## src/rtl/pipe_hazard_ctrl_if.sv

```systemverilog
// Decode-side hazard request and pipeline-control response bundle for pipe_hazard_ctrl.
interface pipe_hazard_ctrl_if #(
  parameter int RF_SIZE = 5,
  parameter int CNT_W   = 16
);
  logic               id_valid;
  logic [RF_SIZE-1:0] id_rs1;
  logic [RF_SIZE-1:0] id_rs2;
  logic               id_use_rs1;
  logic               id_use_rs2;
  logic [RF_SIZE-1:0] id_rd;
  logic               id_reg_write;
  logic               id_load;
  logic               id_multi;
  logic               ex_branch_taken;
  logic               mc_done;

  logic               pc_en;
  logic               ir_en;
  logic               id_bubble;
  logic               flush_ifid;
  logic               ex_hold;
  logic [1:0]         fwd_a_sel;
  logic [1:0]         fwd_b_sel;
  logic [CNT_W-1:0]   stall_count;
  logic [CNT_W-1:0]   flush_count;

  modport master (
    output id_valid, id_rs1, id_rs2, id_use_rs1, id_use_rs2, id_rd,
           id_reg_write, id_load, id_multi, ex_branch_taken, mc_done,
    input  pc_en, ir_en, id_bubble, flush_ifid, ex_hold, fwd_a_sel, fwd_b_sel,
           stall_count, flush_count
  );

  modport slave (
    input  id_valid, id_rs1, id_rs2, id_use_rs1, id_use_rs2, id_rd,
           id_reg_write, id_load, id_multi, ex_branch_taken, mc_done,
    output pc_en, ir_en, id_bubble, flush_ifid, ex_hold, fwd_a_sel, fwd_b_sel,
           stall_count, flush_count
  );
endinterface

```

## src/rtl/pipe_hazard_ctrl.sv

```systemverilog
// Hazard/forwarding controller for the 5-stage core: tracks EX/MEM/WB destination tags,
// resolves load-use stalls, multi-cycle EX waits, taken-branch flushes and forwarding.
module pipe_hazard_ctrl #(
  parameter int RF_SIZE    = 5,
  parameter int LOAD_STALL = 1,
  parameter int CNT_W      = 16
) (
  input  logic             clk,
  input  logic             rst,
  pipe_hazard_ctrl_if.slave bus
);
  localparam logic [1:0] LS_N = 2'(LOAD_STALL);

  typedef struct packed {
    logic               vld;
    logic [RF_SIZE-1:0] rs1;
    logic [RF_SIZE-1:0] rs2;
    logic [RF_SIZE-1:0] rd;
    logic               wr;
    logic               ld;
    logic               mu;
  } ex_tag_t;

  typedef struct packed {
    logic [RF_SIZE-1:0] rd;
    logic               wr;
    logic               ld;
  } mem_tag_t;

  typedef struct packed {
    logic [RF_SIZE-1:0] rd;
    logic               wr;
  } wb_tag_t;

  typedef enum logic [1:0] {RUN, LD_STALL, MC_WAIT, FLUSH} st_t;

  st_t              st_q, st_d, st_c;
  logic [1:0]       cnt_q, cnt_d;
  ex_tag_t          ex_q, ex_d;
  mem_tag_t         mem_q, mem_d;
  wb_tag_t          wb_q, wb_d;
  logic [CNT_W-1:0] stall_q, stall_d, flush_q, flush_d;

  logic       hit_ex, hit_mem, lu_d1, lu_d2, mc_busy;
  logic [1:0] need;
  logic       pc_en_c, ir_en_c, bub_c, flush_c, hold_c;
  logic [1:0] fwd_a, fwd_b;

  // Unused sources are stored as x0 in the EX tag, so they can never match a producer.
  function automatic logic [1:0] fwd_sel(input logic [RF_SIZE-1:0] src,
                                         input mem_tag_t m, input wb_tag_t w);
    logic [1:0] s;
    s = 2'd0;
    if (m.wr && !m.ld && (m.rd != '0) && (m.rd == src)) s = 2'd1;
    else if (w.wr && (w.rd != '0) && (w.rd == src))    s = 2'd2;
    return s;
  endfunction

  assign fwd_a = fwd_sel(ex_q.rs1, mem_q, wb_q);
  assign fwd_b = fwd_sel(ex_q.rs2, mem_q, wb_q);

  assign hit_ex  = (ex_q.rd != '0) &&
                   ((bus.id_use_rs1 && (bus.id_rs1 == ex_q.rd)) ||
                    (bus.id_use_rs2 && (bus.id_rs2 == ex_q.rd)));
  assign hit_mem = (mem_q.rd != '0) &&
                   ((bus.id_use_rs1 && (bus.id_rs1 == mem_q.rd)) ||
                    (bus.id_use_rs2 && (bus.id_rs2 == mem_q.rd)));
  assign lu_d1   = bus.id_valid && ex_q.vld && ex_q.ld && hit_ex;
  assign lu_d2   = (LOAD_STALL == 2) && bus.id_valid && mem_q.ld && hit_mem;
  assign need    = lu_d1 ? LS_N : 2'd1;
  assign mc_busy = ex_q.vld && ex_q.mu && !bus.mc_done;

  // A taken branch is resolved by the EX instruction; it cannot coexist with a held multi op.
  always_comb begin
    st_d    = st_q;
    cnt_d   = cnt_q;
    pc_en_c = 1'b1;
    ir_en_c = 1'b1;
    bub_c   = 1'b0;
    flush_c = 1'b0;
    hold_c  = 1'b0;
    st_c    = (bus.ex_branch_taken && (st_q != MC_WAIT)) ? FLUSH : st_q;
    case (st_c)
      FLUSH: begin
        flush_c = 1'b1;
        bub_c   = 1'b1;
        cnt_d   = 2'd0;
        st_d    = RUN;
      end
      LD_STALL: begin
        pc_en_c = 1'b0;
        ir_en_c = 1'b0;
        bub_c   = 1'b1;
        cnt_d   = (cnt_q == 2'd0) ? 2'd0 : cnt_q - 2'd1;
        if (cnt_q <= 2'd1) st_d = RUN;
      end
      default: begin
        st_d = RUN;
        if (mc_busy) begin
          pc_en_c = 1'b0;
          ir_en_c = 1'b0;
          hold_c  = 1'b1;
          st_d    = MC_WAIT;
        end else if (lu_d1 || lu_d2) begin
          pc_en_c = 1'b0;
          ir_en_c = 1'b0;
          bub_c   = 1'b1;
          cnt_d   = need - 2'd1;
          if (need > 2'd1) st_d = LD_STALL;
        end
      end
    endcase
  end

  always_comb begin
    ex_d  = ex_q;
    mem_d = '0;
    wb_d  = '{rd: mem_q.rd, wr: mem_q.wr};
    if (!hold_c) begin
      mem_d = '{rd: ex_q.rd, wr: ex_q.vld && ex_q.wr, ld: ex_q.vld && ex_q.ld};
      ex_d  = '0;
      if (bus.id_valid && !bub_c && !flush_c) begin
        ex_d.vld = 1'b1;
        ex_d.rs1 = bus.id_use_rs1 ? bus.id_rs1 : '0;
        ex_d.rs2 = bus.id_use_rs2 ? bus.id_rs2 : '0;
        ex_d.rd  = bus.id_rd;
        ex_d.wr  = bus.id_reg_write;
        ex_d.ld  = bus.id_load;
        ex_d.mu  = bus.id_multi;
      end
    end
  end

  assign stall_d = stall_q + CNT_W'(!pc_en_c && (stall_q != '1));
  assign flush_d = flush_q + CNT_W'(flush_c && (flush_q != '1));

  always_ff @(posedge clk or negedge rst) begin
    if (!rst) begin
      st_q    <= RUN;
      cnt_q   <= 2'd0;
      ex_q    <= '0;
      mem_q   <= '0;
      wb_q    <= '0;
      stall_q <= '0;
      flush_q <= '0;
    end else begin
      st_q    <= st_d;
      cnt_q   <= cnt_d;
      ex_q    <= ex_d;
      mem_q   <= mem_d;
      wb_q    <= wb_d;
      stall_q <= stall_d;
      flush_q <= flush_d;
    end
  end

  // Outputs are forced to free-running values while reset is held, independent of inputs.
  assign bus.pc_en       = !rst || pc_en_c;
  assign bus.ir_en       = !rst || ir_en_c;
  assign bus.id_bubble   = rst && bub_c;
  assign bus.flush_ifid  = rst && flush_c;
  assign bus.ex_hold     = rst && hold_c;
  assign bus.fwd_a_sel   = rst ? fwd_a : 2'd0;
  assign bus.fwd_b_sel   = rst ? fwd_b : 2'd0;
  assign bus.stall_count = stall_q;
  assign bus.flush_count = flush_q;
endmodule

```

## src/flat_wrapper.sv

```systemverilog
// flat-port wrapper written by rule: the top's interface ports become plain ports
module pipe_hazard_ctrl_flat 
#(
  parameter int RF_SIZE    = 5,
  parameter int LOAD_STALL = 1,
  parameter int CNT_W      = 16
)
  (clk, rst, bus_id_valid, bus_id_rs1, bus_id_rs2, bus_id_use_rs1, bus_id_use_rs2, bus_id_rd, bus_id_reg_write, bus_id_load, bus_id_multi, bus_ex_branch_taken, bus_mc_done, bus_pc_en, bus_ir_en, bus_id_bubble, bus_flush_ifid, bus_ex_hold, bus_fwd_a_sel, bus_fwd_b_sel, bus_stall_count, bus_flush_count);
  pipe_hazard_ctrl_if #(.RF_SIZE(RF_SIZE), .CNT_W(CNT_W)) bus_i ();
  input  logic clk;
  input  logic rst;
  input wire logic [$bits(bus_i.id_valid)-1:0] bus_id_valid;
  input wire logic [$bits(bus_i.id_rs1)-1:0] bus_id_rs1;
  input wire logic [$bits(bus_i.id_rs2)-1:0] bus_id_rs2;
  input wire logic [$bits(bus_i.id_use_rs1)-1:0] bus_id_use_rs1;
  input wire logic [$bits(bus_i.id_use_rs2)-1:0] bus_id_use_rs2;
  input wire logic [$bits(bus_i.id_rd)-1:0] bus_id_rd;
  input wire logic [$bits(bus_i.id_reg_write)-1:0] bus_id_reg_write;
  input wire logic [$bits(bus_i.id_load)-1:0] bus_id_load;
  input wire logic [$bits(bus_i.id_multi)-1:0] bus_id_multi;
  input wire logic [$bits(bus_i.ex_branch_taken)-1:0] bus_ex_branch_taken;
  input wire logic [$bits(bus_i.mc_done)-1:0] bus_mc_done;
  output wire logic [$bits(bus_i.pc_en)-1:0] bus_pc_en;
  output wire logic [$bits(bus_i.ir_en)-1:0] bus_ir_en;
  output wire logic [$bits(bus_i.id_bubble)-1:0] bus_id_bubble;
  output wire logic [$bits(bus_i.flush_ifid)-1:0] bus_flush_ifid;
  output wire logic [$bits(bus_i.ex_hold)-1:0] bus_ex_hold;
  output wire logic [$bits(bus_i.fwd_a_sel)-1:0] bus_fwd_a_sel;
  output wire logic [$bits(bus_i.fwd_b_sel)-1:0] bus_fwd_b_sel;
  output wire logic [$bits(bus_i.stall_count)-1:0] bus_stall_count;
  output wire logic [$bits(bus_i.flush_count)-1:0] bus_flush_count;
  assign bus_i.id_valid = bus_id_valid;
  assign bus_i.id_rs1 = bus_id_rs1;
  assign bus_i.id_rs2 = bus_id_rs2;
  assign bus_i.id_use_rs1 = bus_id_use_rs1;
  assign bus_i.id_use_rs2 = bus_id_use_rs2;
  assign bus_i.id_rd = bus_id_rd;
  assign bus_i.id_reg_write = bus_id_reg_write;
  assign bus_i.id_load = bus_id_load;
  assign bus_i.id_multi = bus_id_multi;
  assign bus_i.ex_branch_taken = bus_ex_branch_taken;
  assign bus_i.mc_done = bus_mc_done;
  assign bus_pc_en = bus_i.pc_en;
  assign bus_ir_en = bus_i.ir_en;
  assign bus_id_bubble = bus_i.id_bubble;
  assign bus_flush_ifid = bus_i.flush_ifid;
  assign bus_ex_hold = bus_i.ex_hold;
  assign bus_fwd_a_sel = bus_i.fwd_a_sel;
  assign bus_fwd_b_sel = bus_i.fwd_b_sel;
  assign bus_stall_count = bus_i.stall_count;
  assign bus_flush_count = bus_i.flush_count;
  pipe_hazard_ctrl #(.RF_SIZE(RF_SIZE), .LOAD_STALL(LOAD_STALL), .CNT_W(CNT_W)) u_core (.clk(clk), .rst(rst), .bus(bus_i));
endmodule
```

## config.mk

```make
export PLATFORM = sky130hd
export DESIGN_NAME = pipe_hazard_ctrl_flat
export DESIGN_NICKNAME = d
export VERILOG_FILES = /design/src/rtl/pipe_hazard_ctrl_if.sv /design/src/rtl/pipe_hazard_ctrl.sv /design/src/flat_wrapper.sv
export SDC_FILE = /design/constraint.sdc
export NUM_CORES = 1
export LEC_CHECK = 0
export CORE_MARGIN = 2
export CORE_UTILIZATION = 51
export CTS_CLUSTER_DIAMETER = 120
export DETAILED_ROUTE_END_ITERATION = 10
export GPL_ROUTABILITY_DRIVEN = 0
export PLACE_DENSITY = 0.89
export SYNTH_ARGS = -nofsm -noshare
export SYNTH_HDL_FRONTEND = slang
export SYNTH_SLANG_ARGS = --single-unit
```

## constraint.sdc

```tcl
create_clock -name clk -period 3.38 [get_ports clk]
set_input_delay 0.676 -clock clk [delete_from_list [all_inputs] [get_ports clk]]
set_output_delay 0.676 -clock clk [all_outputs]
set_load 0.005 [all_outputs]
```

Yosys cells after proc, flatten, opt, wreduce, memory -nomap -nowiden

Cells that the tools add are included.

Reduce and logical (&&, ||, !) cells: 40
$mul: 0
Bitwise logic cells: 0
Magnitude comparators: 1
Div/mod/pow operators: 0
$add $sub $neg: 3
Shift-type cells: 0
Equality and inequality tests: 13
Multiplexer cells: 27

Operators by type and width:

| kind                                                            | number |
|---|---|
| adder 16 x 1 -> 16 bit                                          | 2 |
| inequality test 16 bit (second input constant)                  | 2 |
| equality test 5 bit                                             | 6 |
| logical AND 1 bit                                               | 25 |
| 2-to-1 mux 2 bit                                                | 12 |
| 2-to-1 mux 19 bit                                               | 1 |
| nonzero test 5 bit                                              | 3 |
| 2-to-1 mux 5 bit                                                | 2 |
| 2-to-1 mux 1 bit                                                | 8 |
| case mux 2 bit (2 select lines)                                 | 2 |
| 2-to-1 mux 7 bit                                                | 1 |
| zero test 1 bit                                                 | 6 |
| inequality test 3 bit (second input constant)                   | 1 |
| nonzero test 3 bit                                              | 1 |
| equality test 2 x 1 -> 1 bit (second input constant)            | 1 |
| equality test 2 bit (second input constant)                     | 1 |
| less-or-equal comparator 2 x 1 -> 1 bit (second input constant) | 1 |
| zero test 2 bit                                                 | 1 |
| logical OR 1 bit                                                | 2 |
| inequality test 2 x 1 -> 1 bit (second input constant)          | 1 |
| inequality test 2 bit (second input constant)                   | 1 |
| case mux 1 bit (2 select lines)                                 | 1 |
| AND reduction 2 bit                                             | 1 |
| OR reduction 2 bit                                              | 1 |
| subtractor 2 x 1 -> 2 bit (second input constant)               | 1 |

Bits in registers: 68
Memory bits (writable): 0
Input bits: 25
Memories: 0
Word-level logic and storage cells: 100
Latch bits: 0
ROM bits: 0

Logic depth before layout (Yosys ltp)

Depth in word-level cells: 12
Depth in mapped cells: 11
Gate-level depth less buffers: 11

Least setup slack after synthesis

Ideal clock, no wire load.

Path type: input to register
Start point: input port bus_id_rs2[4]
End point: register u_core.stall_q[14] (netlist: u_core.bus.stall_count[14])
Data required time: 3257 ps
Arrival time: 2465 ps
Cell stages on the path: 11
Setup slack: 791 ps
Path buffers: 0
Cells stage by stage: xor2_1 -> nor4_2 -> a32oi_1 -> o21ai_0 -> and3_1 -> ha_1 -> ha_1 -> nand3_1 -> nor2_1 -> nand3_1 -> xnor2_1

Word-level cells in the longest chain between the ends: 11

Ends and longest elaborated chain:

| element                         | RTL line                | source |
|---|---|---|
| start, declared                 | flat_wrapper.sv:14      | `input wire logic [$bits(bus_i.id_rs2)-1:0] bus_id_rs2;` |
| equality test 5 bit             | pipe_hazard_ctrl.sv:64  | `(bus.id_use_rs2 && (bus.id_rs2 == ex_q.rd)));` |
| logical AND 1 bit               | pipe_hazard_ctrl.sv:64  |  |
| logical OR 1 bit                | pipe_hazard_ctrl.sv:63  | `((bus.id_use_rs1 && (bus.id_rs1 == ex_q.rd)) \|\|` |
| logical AND 1 bit               | pipe_hazard_ctrl.sv:62  | `assign hit_ex = (ex_q.rd != '0) &&` |
| logical AND 1 bit               | pipe_hazard_ctrl.sv:68  | `assign lu_d1 = bus.id_valid && ex_q.vld && ex_q.ld && hit_ex;` |
| 2-to-1 mux 1 bit                | pipe_hazard_ctrl.sv:104 | `end else if (lu_d1 \|\| lu_d2) begin` |
| 2-to-1 mux 1 bit                | pipe_hazard_ctrl.sv:99  | `if (mc_busy) begin` |
| case mux 1 bit (2 select lines) | pipe_hazard_ctrl.sv:83  | `case (st_c)` |
| zero test 1 bit                 | pipe_hazard_ctrl.sv:134 | `assign stall_d = stall_q + CNT_W'(!pc_en_c && (stall_q != '1));` |
| logical AND 1 bit               | pipe_hazard_ctrl.sv:134 |  |
| adder 16 x 1 -> 16 bit          | pipe_hazard_ctrl.sv:134 |  |
| net u_core.stall_d[14]          | pipe_hazard_ctrl.sv:42  | `logic [CNT_W-1:0] stall_q, stall_d, flush_q, flush_d;` |
| end signal, assigned            | pipe_hazard_ctrl.sv:152 | `stall_q <= stall_d;` |
| end, declared                   | pipe_hazard_ctrl.sv:42  |  |

The timed path passes the listed nets, and every way through them passes these cells.
A chain may end at the register's enable or synchronous reset.

Worst setup path in the final report

Start point: register u_core.mem_q[2] (netlist bit)
End point: output port bus_fwd_b_sel[1]

Word-level cells in the longest chain between the ends: 5
Elaborated cells between the ends (all ways): 6
Those cells by class: eq/ne (1); mux (2); reduce/logical (3)

Ends and longest elaborated chain:

| element                | RTL line                | source |
|---|---|---|
| start, declared        | pipe_hazard_ctrl.sv:40  | `mem_tag_t mem_q, mem_d;` |
| start signal, assigned | pipe_hazard_ctrl.sv:150 | `mem_q <= mem_d;` |
| nonzero test 5 bit     | pipe_hazard_ctrl.sv:54  | `if (m.wr && !m.ld && (m.rd != '0) && (m.rd == src)) s = 2'd1;` |
| logical AND 1 bit      | pipe_hazard_ctrl.sv:54  |  |
| logical AND 1 bit *    | pipe_hazard_ctrl.sv:54  |  |
| 2-to-1 mux 2 bit *     | pipe_hazard_ctrl.sv:54  |  |
| 2-to-1 mux 2 bit *     | pipe_hazard_ctrl.sv:164 | `assign bus.fwd_b_sel = rst ? fwd_b : 2'd0;` |
| end, declared          | flat_wrapper.sv:29      | `output wire logic [$bits(bus_i.fwd_b_sel)-1:0] bus_fwd_b_sel;` |

Every way passes the cells marked *; elsewhere a longest branch is shown, timed or not.

==> flow_metrics.tcl <==
set metrics [dict create \
    finalCriticalPeriod_ns 3.180 \
    pwr-share-comb 0.149 \
    insertion_delay_ns 0.34 \
    r2r-start "u_core.ex_q[4]$_DFFE_PN0N_" \
    ant_nets 0 \
    holdPathEnd "u_core.wb_q[0]$_DFF_PN0_" \
    cts_tree "done" \
    die_w_um 81.88 \
    clock_path_buffers 2 \
    power-per-cell-area_nw_per_um2 460.5 \
    firstDrtPassIters 4 \
    slew_viol_final 0 \
    synth_cell_types 32 \
    max_freq_ghz 0.3145 \
    setup_viol 0 \
    synth_ff_type "dfrtp_1" \
    viasPerCell 5.505 \
    ff2ff_setup_slack_ns 0.85 \
    p_sw_mw 0.4595 \
    slew_headroom 0.6996 \
    critPathMaxFanout 4 \
    clock_skew_ns 0.005166 \
    ios 66 \
    synth_adder_area_share 0.01618 \
    final_nets 385 \
    synth_top_family_by_area "simple AND/OR/NAND/NOR gates" \
    core-area_um2 5886 \
    synthesis.nets 311 \
    p_leak_nw 1.884 \
    drc 0 \
    synth_compound_area_frac 0.07362 \
    post-synth-top-count-cell "dfrtp_1" \
    cts_made_buffers 9 \
    place_hpwl_um 5052 \
    tightest_slew_ns 0.4464 \
    ys_seq_elements 65 \
    synth_xor_xnor_area_share 0.1642 \
    rr_worst_depth 11 \
    synth_area_um2 3093 \
    yosysTopAreaCell "dfrtp_1" \
    synth.avg_cell_area_um2 10.97 \
    status "completed" \
    yosys-top-cells-count "dfrtp_1 (65), xnor2_1 (29), xor2_1 (29)" \
    synth_mux_area_frac 0 \
    synth_edf_count 0 \
    antenna_found_initial 0 \
    min-delay-start "u_core.mem_q[1]$_DFF_PN0_" \
    initial_core_util 0.5255 \
    intPower_mw 1.406 \
    drt-total-wl_um 6979 \
    area_growth_pct 30.99 \
    seq_area_frac_synth 0.5259 \
    syn_inst 282 \
    synth-async-reset-ratio 1.000 \
    cts_sinks 65 \
    tns_ns 0 \
    synth_top_area_share 0.5259 \
    critPathKind "reg -> out" \
    drive_gt1_frac 0.07756 \
    min-delay-path-class "reg -> reg" \
    synthTopCellsByArea "dfrtp_1 (53%), xnor2_1 (8.2%), xor2_1 (8.2%), a32o_1 (5.5%), nand3_1 (4.5%)" \
    clkTransAtPathRegs_ns 0.07 \
    cp_data_arrival_time_ns 2.50 \
    worstPathRequired_ns 2.70 \
    cp-end-kind "primary output" \
    rsz0062_at_grt "no" \
    drt_iter0_markers 163 \
    grt_overflow 0 \
    die-area_um2 6704 \
    hold_path_depth 0 \
    fill_cells 462 \
    cts-htree-levels 3 \
    p_total_mw 1.866 \
    track_usage 0.2220 \
    cts.root.buffer_cell "clkbuf_8" \
    yosys_warnings 0 \
    wl_per_cell_um 16.01 \
    seq_power_share 0.486 \
    cts_setup_buffers 0 \
    vdd_ir_drop_max_mv 0.3591 \
    vias 2400 \
    grt_max_degree 41 \
    switching_share 0.2463 \
    yosys.area_share.simple 0.1994 \
    fin_crit_sh 0.9407 \
    finalHoldViolCount 0 \
    grt_pass1_wl_um 11070 \
    max_cap_viol_count 0 \
    worstReg2RegEnd "u_core.bus.stall_count[14]$_DFF_PN0_" \
    die_y_um 81.88 \
    grt_pass1_vias 2259 \
    start_kind "flip-flop" \
    antenna_cells 0 \
    clkPwrFrac 0.365 \
    core.rowCount 28 \
    port_buffers 65 \
]
layout by cell type, fill, tap and decap left out, drive strengths merged, types with 6 or more instances in the layout:
cell,count
dfrtp,65
clkdlybuf4s50,61
buf,10
nand2,20
xnor2,29
nor2,23
nand3,28
xor2,29
nor2b,7
and3,12
clkbuf,14
nor4,6
a32o,17
metrics by stage:
step	utilization	std cells	setup WS [ns]	hold slack, ns	area [µm²]
floorplan	-	282	0.7912	0.3465	3093
global placement	0.6518	420	0.07553	0.3678	3836
detailed placement	0.6518	420	0.02810	0.3678	3836
CTS	0.6871	436	0.03513	0.3830	4044
global route	0.6884	436	0.05048	0.3981	4051
finish	0.6884	436	0.2004	0.3860	4051
power by group through the flow:
| stage | registers [mW] | logic (mW) | clock network, mW |
|---|---|---|---|
| 2_1_floorplan | 0.915 | 0.105 | 0 |
| 3_3_place_gp | 0.920 | 0.265 | 0 |
| 3_5_place_dp | 0.922 | 0.279 | 0 |
| 4_1_cts | 0.908 | 0.281 | 0.694 |
| 5_1_grt | 0.918 | 0.302 | 0.721 |
| 6_report | 0.907 | 0.277 | 0.681 |
cell type report:
| type | instances | area, µm² | area share |
|---|---|---|---|
| Sequential cell | 65 | 1627 | 0.4015 |
| Timing Repair Buffer | 74 | 720.7 | 0.1779 |
| Clock inverter | 2 | 35.03 | 0.008647 |
| Clock buffer | 14 | 172.7 | 0.04262 |
| Multi-Input combinational cell | 206 | 1403 | 0.3462 |
| Tap cell | 75 | 93.84 | 0.02316 |
worst max-delay path, stage by stage, from the launching register on:
cell             delay (ns)
dfrtp_1                0.43
or4_1                  0.53
o21ai_0                0.24
nor4_1                 0.12
nor4_1                 0.30
clkdlybuf4s50_1        0.55
sequential cells by signal (all words and copies together) (netlist names):
register / cells
u_core.bus.flush_count: 16
u_core.ex_q: 19
u_core.st_q: 1
u_core.bus.stall_count: 16
u_core.wb_q: 6
u_core.mem_q: 7
worst max path at each step:
stage,from,to,slack [ns],cells after the start
2_1_floorplan,bus_id_rs2[4],u_core.bus.stall_count[14]$_DFF_PN0_,0.79,11
3_3_place_gp,bus_id_rs2[4],bus_id_bubble,0.08,7
3_5_place_dp,bus_id_rs1[2],bus_ir_en,0.03,7
4_1_cts,bus_id_rs1[2],bus_ir_en,0.04,7
5_1_grt,u_core.mem_q[2]$_DFF_PN0_,bus_fwd_b_sel[1],0.05,5
6_report,u_core.mem_q[2]$_DFF_PN0_,bus_fwd_b_sel[1],0.20,5
layer usage:
layer / GRT usage / vias to the layer above / share of wire
met5: 0 / - / 0
met4: 0.09167 / 0 / 0.018
met3: 0.05385 / 12 / 0.051
met2: 0.3512 / 75 / 0.50
met1: 0.2932 / 1171 / 0.43
li1: - / 1142 / -
timing repair:
item,in CTS,in global routing
resized for setup,0,4
setup endpoints to repair,0,3
hold buffers,0,0
logic make-up (layout without fill, tap and decap cells):
group,Yosys count,count (layout)
adders and majority gates,4,4
AOI/OAI and AO/OA,25,25
xor gates and xnor gates,58,58
buffers and inverters,11,90
DFF,65,65
and+or+nand+nor,119,119
Note: power is estimated with default switching activity, not from simulation.
